`config.mk`:
```
export PLATFORM = sky130hd
export DESIGN_NAME = text_cursor_writer
export DESIGN_NICKNAME = d
export VERILOG_FILES = /design/src/rtl/text_cursor_writer.sv
export SDC_FILE = /design/constraint.sdc
export NUM_CORES = 1
export LEC_CHECK = 0
export CELL_PAD_IN_SITES_DETAIL_PLACEMENT = 0
export CELL_PAD_IN_SITES_GLOBAL_PLACEMENT = 2
export CORE_ASPECT_RATIO = 1.4
export CORE_MARGIN = 2
export CORE_UTILIZATION = 34
export DETAILED_ROUTE_END_ITERATION = 10
export PLACE_DENSITY_LB_ADDON = 0.05
export SLEW_MARGIN = 20
export SYNTH_ARGS = -nofsm -noshare
export SYNTH_HDL_FRONTEND = slang
export SYNTH_SLANG_ARGS = --single-unit
```
`constraint.sdc`:
```
create_clock -name clk -period 4.4 [get_ports clk]
set_input_delay 0.66 -clock clk [delete_from_list [all_inputs] [get_ports clk]]
set_output_delay 0.66 -clock clk [all_outputs]
set_load 0.05 [all_outputs]
```
`src/rtl/text_cursor_writer.sv`:
```
// Cursor-tracking character writer: turns classified key events into registered RAM writes
// over a COLS x ROWS grid, optionally blanking each newly entered row before taking more keys.
module text_cursor_writer #(
    parameter int                COLS    = 80,
    parameter int                ROWS    = 48,
    parameter int                DATA_W  = 8,
    parameter int                TAB_W   = 8,
    parameter logic [DATA_W-1:0] BLANK   = 8'h20,
    parameter bit                CLR_ROW = 1'b1,
    parameter int                AW      = $clog2(COLS*ROWS)
) (
    input  logic                      clk,
    input  logic                      rst,
    input  logic                      key_valid,
    output logic                      key_ready,
    input  logic [1:0]                key_kind,
    input  logic [DATA_W-1:0]         key_code,
    output logic                      wr_en,
    output logic [AW-1:0]             wr_addr,
    output logic [DATA_W-1:0]         wr_data,
    output logic [$clog2(COLS)-1:0]   col,
    output logic [$clog2(ROWS)-1:0]   row,
    output logic                      busy
);

    localparam int CW = $clog2(COLS);
    localparam int RW = $clog2(ROWS);

    localparam logic [CW-1:0] ColMax = CW'(COLS - 1);
    localparam logic [RW-1:0] RowMax = RW'(ROWS - 1);
    localparam logic [AW-1:0] ColsA  = AW'(COLS);

    localparam logic [1:0] KindPrint = 2'b00;
    localparam logic [1:0] KindEnter = 2'b01;
    localparam logic [1:0] KindTab   = 2'b10;
    localparam logic [1:0] KindBack  = 2'b11;

    localparam logic [0:0] StIdle  = 1'b0;
    localparam logic [0:0] StClear = 1'b1;

    logic [0:0]        state_q, state_d;
    logic [CW-1:0]     col_q, col_d;
    logic [RW-1:0]     row_q, row_d;
    logic [CW-1:0]     k_q, k_d;
    logic              wr_en_q, wr_en_d;
    logic [AW-1:0]     wr_addr_q, wr_addr_d;
    logic [DATA_W-1:0] wr_data_q, wr_data_d;

    logic          accept;
    logic          advance;
    logic [RW-1:0] row_adv;
    logic [AW-1:0] row_base;
    logic [AW-1:0] prev_base;
    logic [31:0]   tab_stop;

    assign accept = key_valid && (state_q == StIdle);

    always_comb begin
        row_adv   = (row_q == RowMax) ? '0 : row_q + 1'b1;
        row_base  = AW'(row_q) * ColsA;
        prev_base = AW'(row_q - 1'b1) * ColsA;
        // Computed at 32 bits so the next stop past the last column cannot alias.
        tab_stop  = (32'(col_q) / 32'(TAB_W) + 32'd1) * 32'(TAB_W);
    end

    always_comb begin
        state_d   = state_q;
        col_d     = col_q;
        row_d     = row_q;
        k_d       = k_q;
        wr_en_d   = 1'b0;
        wr_addr_d = wr_addr_q;
        wr_data_d = wr_data_q;
        advance   = 1'b0;

        if (state_q == StClear) begin
            wr_en_d   = 1'b1;
            wr_addr_d = row_base + AW'(k_q);
            wr_data_d = BLANK;
            if (k_q == ColMax) begin
                state_d = StIdle;
                k_d     = '0;
            end else begin
                k_d = k_q + 1'b1;
            end
        end else if (accept) begin
            unique case (key_kind)
                KindPrint: begin
                    wr_en_d   = 1'b1;
                    wr_addr_d = row_base + AW'(col_q);
                    wr_data_d = key_code;
                    if (col_q == ColMax) begin
                        advance = 1'b1;
                    end else begin
                        col_d = col_q + 1'b1;
                    end
                end
                KindEnter: advance = 1'b1;
                KindTab: begin
                    if (tab_stop >= 32'(COLS)) begin
                        advance = 1'b1;
                    end else begin
                        col_d = CW'(tab_stop);
                    end
                end
                KindBack: begin
                    if (col_q != '0) begin
                        col_d     = col_q - 1'b1;
                        wr_en_d   = 1'b1;
                        wr_addr_d = row_base + AW'(col_q - 1'b1);
                        wr_data_d = BLANK;
                    end else if (row_q != '0) begin
                        row_d     = row_q - 1'b1;
                        col_d     = ColMax;
                        wr_en_d   = 1'b1;
                        wr_addr_d = prev_base + AW'(ColMax);
                        wr_data_d = BLANK;
                    end
                end
                default: ;
            endcase

            if (advance) begin
                col_d = '0;
                row_d = row_adv;
                if (CLR_ROW) begin
                    state_d = StClear;
                    k_d     = '0;
                end
            end
        end
    end

    always_ff @(posedge clk or posedge rst) begin
        if (rst) begin
            state_q   <= StIdle;
            col_q     <= '0;
            row_q     <= '0;
            k_q       <= '0;
            wr_en_q   <= 1'b0;
            wr_addr_q <= '0;
            wr_data_q <= '0;
        end else begin
            state_q   <= state_d;
            col_q     <= col_d;
            row_q     <= row_d;
            k_q       <= k_d;
            wr_en_q   <= wr_en_d;
            wr_addr_q <= wr_addr_d;
            wr_data_q <= wr_data_d;
        end
    end

    assign key_ready = (state_q == StIdle);
    assign busy      = (state_q == StClear);
    assign wr_en     = wr_en_q;
    assign wr_addr   = wr_addr_q;
    assign wr_data   = wr_data_q;
    assign col       = col_q;
    assign row       = row_q;

endmodule

```
Word level (Yosys, flattened, before mapping). Index checks and enable logic that the tools add are counted.

Flip-flop bits (word level): 42. Input bits: 13. Output and inout bits: 36. Logic and storage cells: 87.

Add/subtract/negate cells: 12. Multipliers: 2. Magnitude comparators: 1. Equality and inequality tests: 11. Muxes and demuxes: 39. Bitwise gates (word level): 1. Reduce and logical (&&, ||, !) cells: 14.

Operator list (count): $mux W7 (9); $mux W12 (4); $mux W8 (4); $mux W6 (5); $add A12 B7 Y12 (2); $pmux W12 S2 (1); $pmux W7 S3 (1); $pmux W8 S2 (1); $add A7 B1 Y7 const B (2); $eq A7 B7 Y1 const B (2); $add A12 B12 Y12 (1); $add A12 B7 Y12 const B (1); $mul A12 B3 Y8 const B (1); $mux W1 (12); $ge A8 B7 Y1 const B (1); $mul A6 B3 Y8 const B (1); $ne A4 B4 Y1 const B (2); $reduce_bool A2 Y1 (4); $sub A7 B1 Y8 const B (1); $reduce_bool A7 Y1 (1); $sub A6 B1 Y7 const B (1); $sub A7 B1 Y7 const B (1); $add A6 B1 Y6 const B (1); $eq A6 B6 Y1 const B (1); other kinds (18) (20).

Logic depth before layout (Yosys ltp). Gate-level depths: netlist of run 1.

Depth after elaboration: 9. Mapped depth: 14. Depth with buffers taken out: 13.

Worst setup path before layout of run 1. OpenSTA, ideal clock, no wires.

Path kind: reg-to-reg. Start point: register row_q[1], in the netlist row[1]. End point: register wr_addr_q[11], in the netlist wr_addr[11]. Library setup time: 127 ps. Arrival: 3410 ps. Data required time: 4273 ps. Setup slack: 863 ps. Cell stages (with the launch flop): 14. Buffers on the path: 0. Period minus slack after synthesis: 3537 ps. Path through: dfrtp_1 inv_1 ha_1 nor3b_1 xor2_1 ha_1 fa_1 a21o_1 a21oi_1 xnor2_1 xnor2_1 xnor2_1 o22ai_1 o21ai_1.

Word-level cells in the longest chain between the ends: 8. Elaborated cells on any way between the ends: 15. Those cells by class: 5 x add/sub; 2 x mul; 1 x eq/ne; 5 x mux; 2 x reduce/logical.

RTL lines: start: declaration (line 43) `logic [RW-1:0] row_q, row_d;`; start signal: assignment (line 146) `row_q <= row_d;`; $sub A6 B1 Y7 (line 61) `prev_base = AW'(row_q - 1'b1) * ColsA;`; $mul A12 B3 Y8 (line 61); $add A12 B7 Y12 (line 116) `wr_addr_d = prev_base + AW'(ColMax);`; $mux W12 (line 112) `end else if (row_q != '0) begin`; $mux W12 (line 107) `if (col_q != '0) begin`; $pmux W12 S2 (line 87) `unique case (key_kind)`; $mux W12 (line 86) `end else if (accept) begin`; $mux W12 (line 76) `if (state_q == StClear) begin`; end signal: assignment (line 149) `wr_addr_q <= wr_addr_d;`; end: declaration (line 46) `logic [AW-1:0] wr_addr_q, wr_addr_d;`.

Parallel ways exist; a longest one is shown, timed or not. The select of a mux whose other input is x is not followed. A chain may end at the register's enable or synchronous reset.

Worst setup path in the final report of run 1. Same ends and word-level chain as after synthesis.

==> results of run 1 <==
[path summary, 6_finish.rpt]
| path | startpoint | endpoint | cells after the start |
|---|---|---|---|
| max reg2reg | row[1] | wr_addr[11] | 13 |
| min in group asynchronous | rst | col[0] | 2 |
| max | row[1] | wr_addr[11] | 13 |
| min | wr_addr[4] | wr_addr[4] | 2 |
| min reg2reg | wr_addr[4] | wr_addr[4] | 2 |
| max in group asynchronous | rst | wr_addr[9] | 2 |
[tightest hold or removal path, delay by kind of cell, from the launching register on]
family	cells	cell delay, ns
AO/OA/AOI/OAI	1	0.06
flip-flops	1	0.34
AND/OR/NAND/NOR	1	0.05
[routing by layer]
metal / up-vias / global-route usage (%) / wire [µm]
li1: 1751 / - / -
met1: 1676 / 26.7 / 5460
met2: 60 / 29.7 / 5330
met3: 9 / 2.12 / 458
met4: 0 / 4.59 / 158
met5: - / 0 / 0
[layout make-up]
type	instances	area [µm²]
Inverter	29	109
Sequential cell	42	1050
Tap cell	144	180
Fill cell	1175	6610
Timing Repair Buffer	53	518
Multi-Input combinational cell	379	2660
Clock inverter	2	12.5
Clock buffer	6	139
[cell families after synthesis]
kind of cell	Yosys count	share of synthesized area, %
simple gates	144	17.7
compound gates	142	23.3
fa+ha+maj	52	17.5
buf+inv	50	5.60
flops	42	26.7
xor+xnor	40	8.91
mux	1	0.255
[registers in the layout, indices dropped and copies added (netlist names)]
| signal | cells |
|---|---|
| busy | 1 |
| col | 7 |
| k_q | 7 |
| row | 6 |
| wr_addr | 12 |
| wr_data | 8 |
| wr_en | 1 |
[per-stage QoR]
step / setup WS (ns) / total power [µW] / instances / instance area, µm² / hold slack [ns]
after floorplan: 0.863 / 604 / 471 / 3930 / 0.490
after global placement: 0.862 / 677 / 647 / 4520 / 0.468
after detailed placement: 0.789 / 676 / 647 / 4520 / 0.485
after CTS: 0.761 / 1070 / 655 / 4670 / 0.499
after global routing: 0.442 / 1120 / 655 / 4670 / 0.524
final: 0.807 / 1060 / 655 / 4670 / 0.490
[report_power, final]
| part | switching, µW | total (µW) | internal, µW |
|---|---|---|---|
| Clock | 170 | 396 | 225 |
| Sequential | 13.9 | 406 | 392 |
| Combinational | 153 | 262 | 109 |
[cells in the final DEF, fill, tap and decap left out, drive strengths merged, types with 6 or more instances in the layout]
cell,netlist,layout
o21ai,38,38
clkdlybuf4s50,0,48
nand3,17,17
clkbuf,10,6
inv,28,28
nand2,49,49
o22ai,6,6
a21o,10,10
a21oi,39,39
ha,47,47
xnor2,21,21
xor2,19,19
a22oi,6,6
a22o,8,8
dfrtp,42,42
nor3,12,12
o31ai,8,8
nor2,38,38
==> flow_summary.toml, run 1 <==
[die]
die_y_um = 131
dieArea_um2 = 12500
start_util_pct = 34.9
ios = 49
core-area_um2 = 11300
rows = 46
die_x_um = 94.9

[grt]
grt_overflow = 0
antenna_found_initial = 0
grt_pass1_wl_um = 18300
grt_pass1_vias = 3337
track_usage_pct = 18.7
grt_max_degree = 43

[yosys]
synth_top_area_share_pct = 26.7
avgSynthCellArea_um2 = 8.35
synth_area_leaders = "dfrtp_1 (27%), ha_1 (15%), nand2_1 (4.7%)"
syn-cell-area_um2 = 3930
yosys_warnings = 0
synthCells = 471
yosys.area.top_type = "dfrtp_1"
ys.flop_type = "dfrtp_1"
yosysSeqAreaShare_pct = 26.7
async_flop_share_pct = 100
synth_edf_count = 0
synth_common_cells = "nand2_1 (49), ha_1 (47), dfrtp_1 (42)"
synth_most_common_cell = "nand2_1"
synth_fp_nets = 536
synth_cell_types = 55
ys_ff_latch = 42

[clocking]
worstSkewPairLatency_ns = 0.29
htreeDepth = 2
cts_tree = "yes"
cts_hold_buf = 0
cts_setup_buffers = 0
numClockSinks = 42
path_clk_slew_ns = 0.07
root_buffer = "clkbuf_16"
cts-buffers-inserted = 5
cts_resized = 0
cts_buffer_depth = 2

[critical_path]
path_common_cell = "xnor2_1"
crit_chain = "inv_1 > ha_1 > nor3b_1 > xor2_1 > ha_1 > fa_1 > a21o_1 > a21oi_1 > xnor2_1 > xnor2_1 > xnor2_1 > o22ai_1 > o21ai_1"
start_kind = "register"
critical-path-max-stage-delay_ns = 0.57
cp_slowest_cell = "dfrtp_1"
critPathBufInv = 1
cp_top_family = "adder cells"
cp.arrival_ns = 3.77
crit_path_end_kind = "register"
cp_data_required_time_ns = 4.58
cp_max_fo = 14
critPathKind = "register to register"
reg2reg_slack_ns = 0.81

[route]
firstDrtPassIters = 4
vias = 3496
routedWlPerCell_um = 17.4
viasPerCell = 5.34
antenna_left = 0
dr.first_iter.drc_count = 115
drc = 0
routed_wl_um = 11400

[final_layout]
drive_gt1_share_pct = 5.87
final_core_util_pct = 41.4
fin_nets = 575
antenna_cells = 0
areaGrowthSynthToFinish_pct = 18.8

[power_and_ir_drop]
power_leakage_uw = 0.00201
powerDensity_nw_per_um2 = 228
ir_drop_uv = 169

[run_status]
status = "finished, final reports clean"

[timing]
timing.fmax_mhz = 278
tightest_slew_ns = 0.955
fin_crit_sh_pct = 81.7
fin_setup_tns_ns = 0
setup_viol = 0
worst_clock_skew_ns = 0.0108
rsz0062_at_grt = "no"
drv_slew = 0
hold_viol = 0
period_minus_slack_ns = 3.59
relSlewSlack_pct = 36.3

[place]
dp_hpwl_um = 8710
finalWeightedCongestion = 0.837
io_buffer_count = 48

[hold_path]
hold_path_class = "register to register"

[run]
maxCapViolCount = 0
Power figures use the tool's default switching activity.
==> run 2, diff against run 1 <==
==> constraint.sdc (replaced) <==
create_clock -name clk -period 3.64 [get_ports clk]
set_input_delay 0.546 -clock clk [delete_from_list [all_inputs] [get_ports clk]]
set_output_delay 0.546 -clock clk [all_outputs]
set_load 0.05 [all_outputs]
==> run 2 against run 1 <==
First-iteration DRC count increased by 1.7%. Critical path depth unchanged. Non-clock buffer count up 12. Critical endpoint unchanged. Combinational power grew 23%. Total power grew 21%. Via count hardly changed. Routed wire length decreased by 2.3%. Global-route usage fell by 0.067 points. Register-to-register slack worse by 0.39 ns. Flip-flop and latch count unchanged.
==> flow_summary.toml, run 2 (synthesis gave the netlist of run 1 again) <==
[timing]
fin_setup_tns_ns = 0
rsz0062_at_grt = "no"
relSlewSlack_pct = 37.5
setup_viol = 0
fin_crit_sh_pct = 88.6
drv_slew = 0
fin_hold_ws_ns = 0.484
worst_clock_skew_ns = 0.0175
period_minus_slack_ns = 3.23
timing.fmax_mhz = 310
hold_viol = 0
tightest_slew_ns = 0.936

[clocking]
cts_tree = "yes"
htreeDepth = 2
cts_hold_buf = 0
worstSkewPairLatency_ns = 0.30
numClockSinks = 42
root_buffer = "clkbuf_16"
cts_setup_buffers = 0
cts_buffer_depth = 2
cts-buffers-inserted = 5
path_clk_slew_ns = 0.07
cts_resized = 0

[critical_path]
cp.arrival_ns = 3.40
cp_max_fo = 14
crit_chain = "buf_4 > nor3_1 > xor2_1 > ha_1 > ha_1 > fa_1 > a21o_1 > a21oi_1 > xnor2_1 > xnor2_1 > xnor2_1 > o22ai_1 > o21ai_1"
critical-path-max-stage-delay_ns = 0.40
cp_slowest_cell = "fa_1"
cp_top_family = "adder cells"
crit_path_end_kind = "register"
critPathBufInv = 1
start_kind = "register"
path_common_cell = "xnor2_1"
critPathKind = "register to register"
cp_data_required_time_ns = 3.82

[grt]
grt_pass1_wl_um = 18200
antenna_found_initial = 1
track_usage_pct = 18.6
grt_pass1_vias = 3386
grt_max_degree = 43
grt_overflow = 0

[power_and_ir_drop]
ir_drop_uv = 195
p_total_uw = 1280
powerDensity_nw_per_um2 = 269
power_leakage_uw = 0.00206

[hold_path]
hold_path_class = "register to register"

[route]
routedWlPerCell_um = 16.7
dr.first_iter.drc_count = 117
viasPerCell = 5.24
drc = 0
vias = 3495
routed_wl_um = 11100
antenna_left = 0
firstDrtPassIters = 4

[place]
dp_hpwl_um = 8710
finalWeightedCongestion = 0.797
io_buffer_count = 48
placed_cell_area_um2 = 4610

[final_layout]
areaGrowthSynthToFinish_pct = 21.1
drive_gt1_share_pct = 8.03
final_common_cell = "nand2_1"
mostFrequentLayoutCells = "nand2_1 (49), clkdlybuf4s50_1 (48), ha_1 (47)"
stdcell_area_um2 = 4760
fin_nets = 587
largest_reg_flops = 12
antenna_cells = 0

[die]
dieArea_um2 = 12500
core-area_um2 = 11300
ios = 49
rows = 46
start_util_pct = 34.9
die_y_um = 131
die_x_um = 94.9

[run]
maxCapViolCount = 0

[run_status]
status = "finished, final reports clean"
==> run 2: worst register-to-register path: cells and delay by family (launching register included) <==
| family | cells | cell delay (ns) |
|---|---|---|
| XOR/XNOR | 4 | 0.71 |
| flip-flops | 1 | 0.38 |
| buffers and inverters | 1 | 0.20 |
| AO/OA/AOI/OAI | 4 | 0.56 |
| AND/OR/NAND/NOR | 1 | 0.33 |
| adder cells (fa/ha/maj) | 3 | 0.91 |
==> run 2: metrics by stage <==
stage,instances,util (%),setup WS (ns)
final,667,42.2,0.414
after global routing,667,42.2,0.148
after global placement,659,40.9,0.398
after detailed placement,659,40.9,0.395
after CTS,667,42.2,0.379
after floorplan,471,-,0.103
==> run 2: layout make-up <==
| type | count | area [µm²] |
|---|---|---|
| Fill cell | 1193 | 6520 |
| Multi-Input combinational cell | 379 | 2660 |
| Sequential cell | 42 | 1050 |
| Timing Repair Buffer | 65 | 608 |
| Tap cell | 144 | 180 |
| Clock buffer | 6 | 139 |
| Inverter | 29 | 109 |
| Clock inverter | 2 | 12.5 |
==> run 2: final timing paths <==
check                           startpoint     endpoint  slack [ns]  cells past startpoint
worst max-delay path                row[0]  wr_addr[11]        0.41                     13
worst min-delay path            wr_addr[5]   wr_addr[5]        0.48                      2
worst max register to register      row[0]  wr_addr[11]        0.41                     13
worst min register to register  wr_addr[5]   wr_addr[5]        0.48                      2
max in group asynchronous              rst   wr_data[7]        2.26                      2
min in group asynchronous              rst   wr_addr[1]        0.78                      2
==> run 2: metal layers <==
metal	track usage, %	wire length [µm]
met4	4.27	148
met2	31.1	5530
met5	0	13
met1	25.3	5100
met3	2.41	348
==> run 2: where the power goes <==
group	internal [µW]	leakage, µW	switching [µW]
registers	474	0.000495	12.2
clock network	272	0.0000729	202
logic	134	0.00150	188
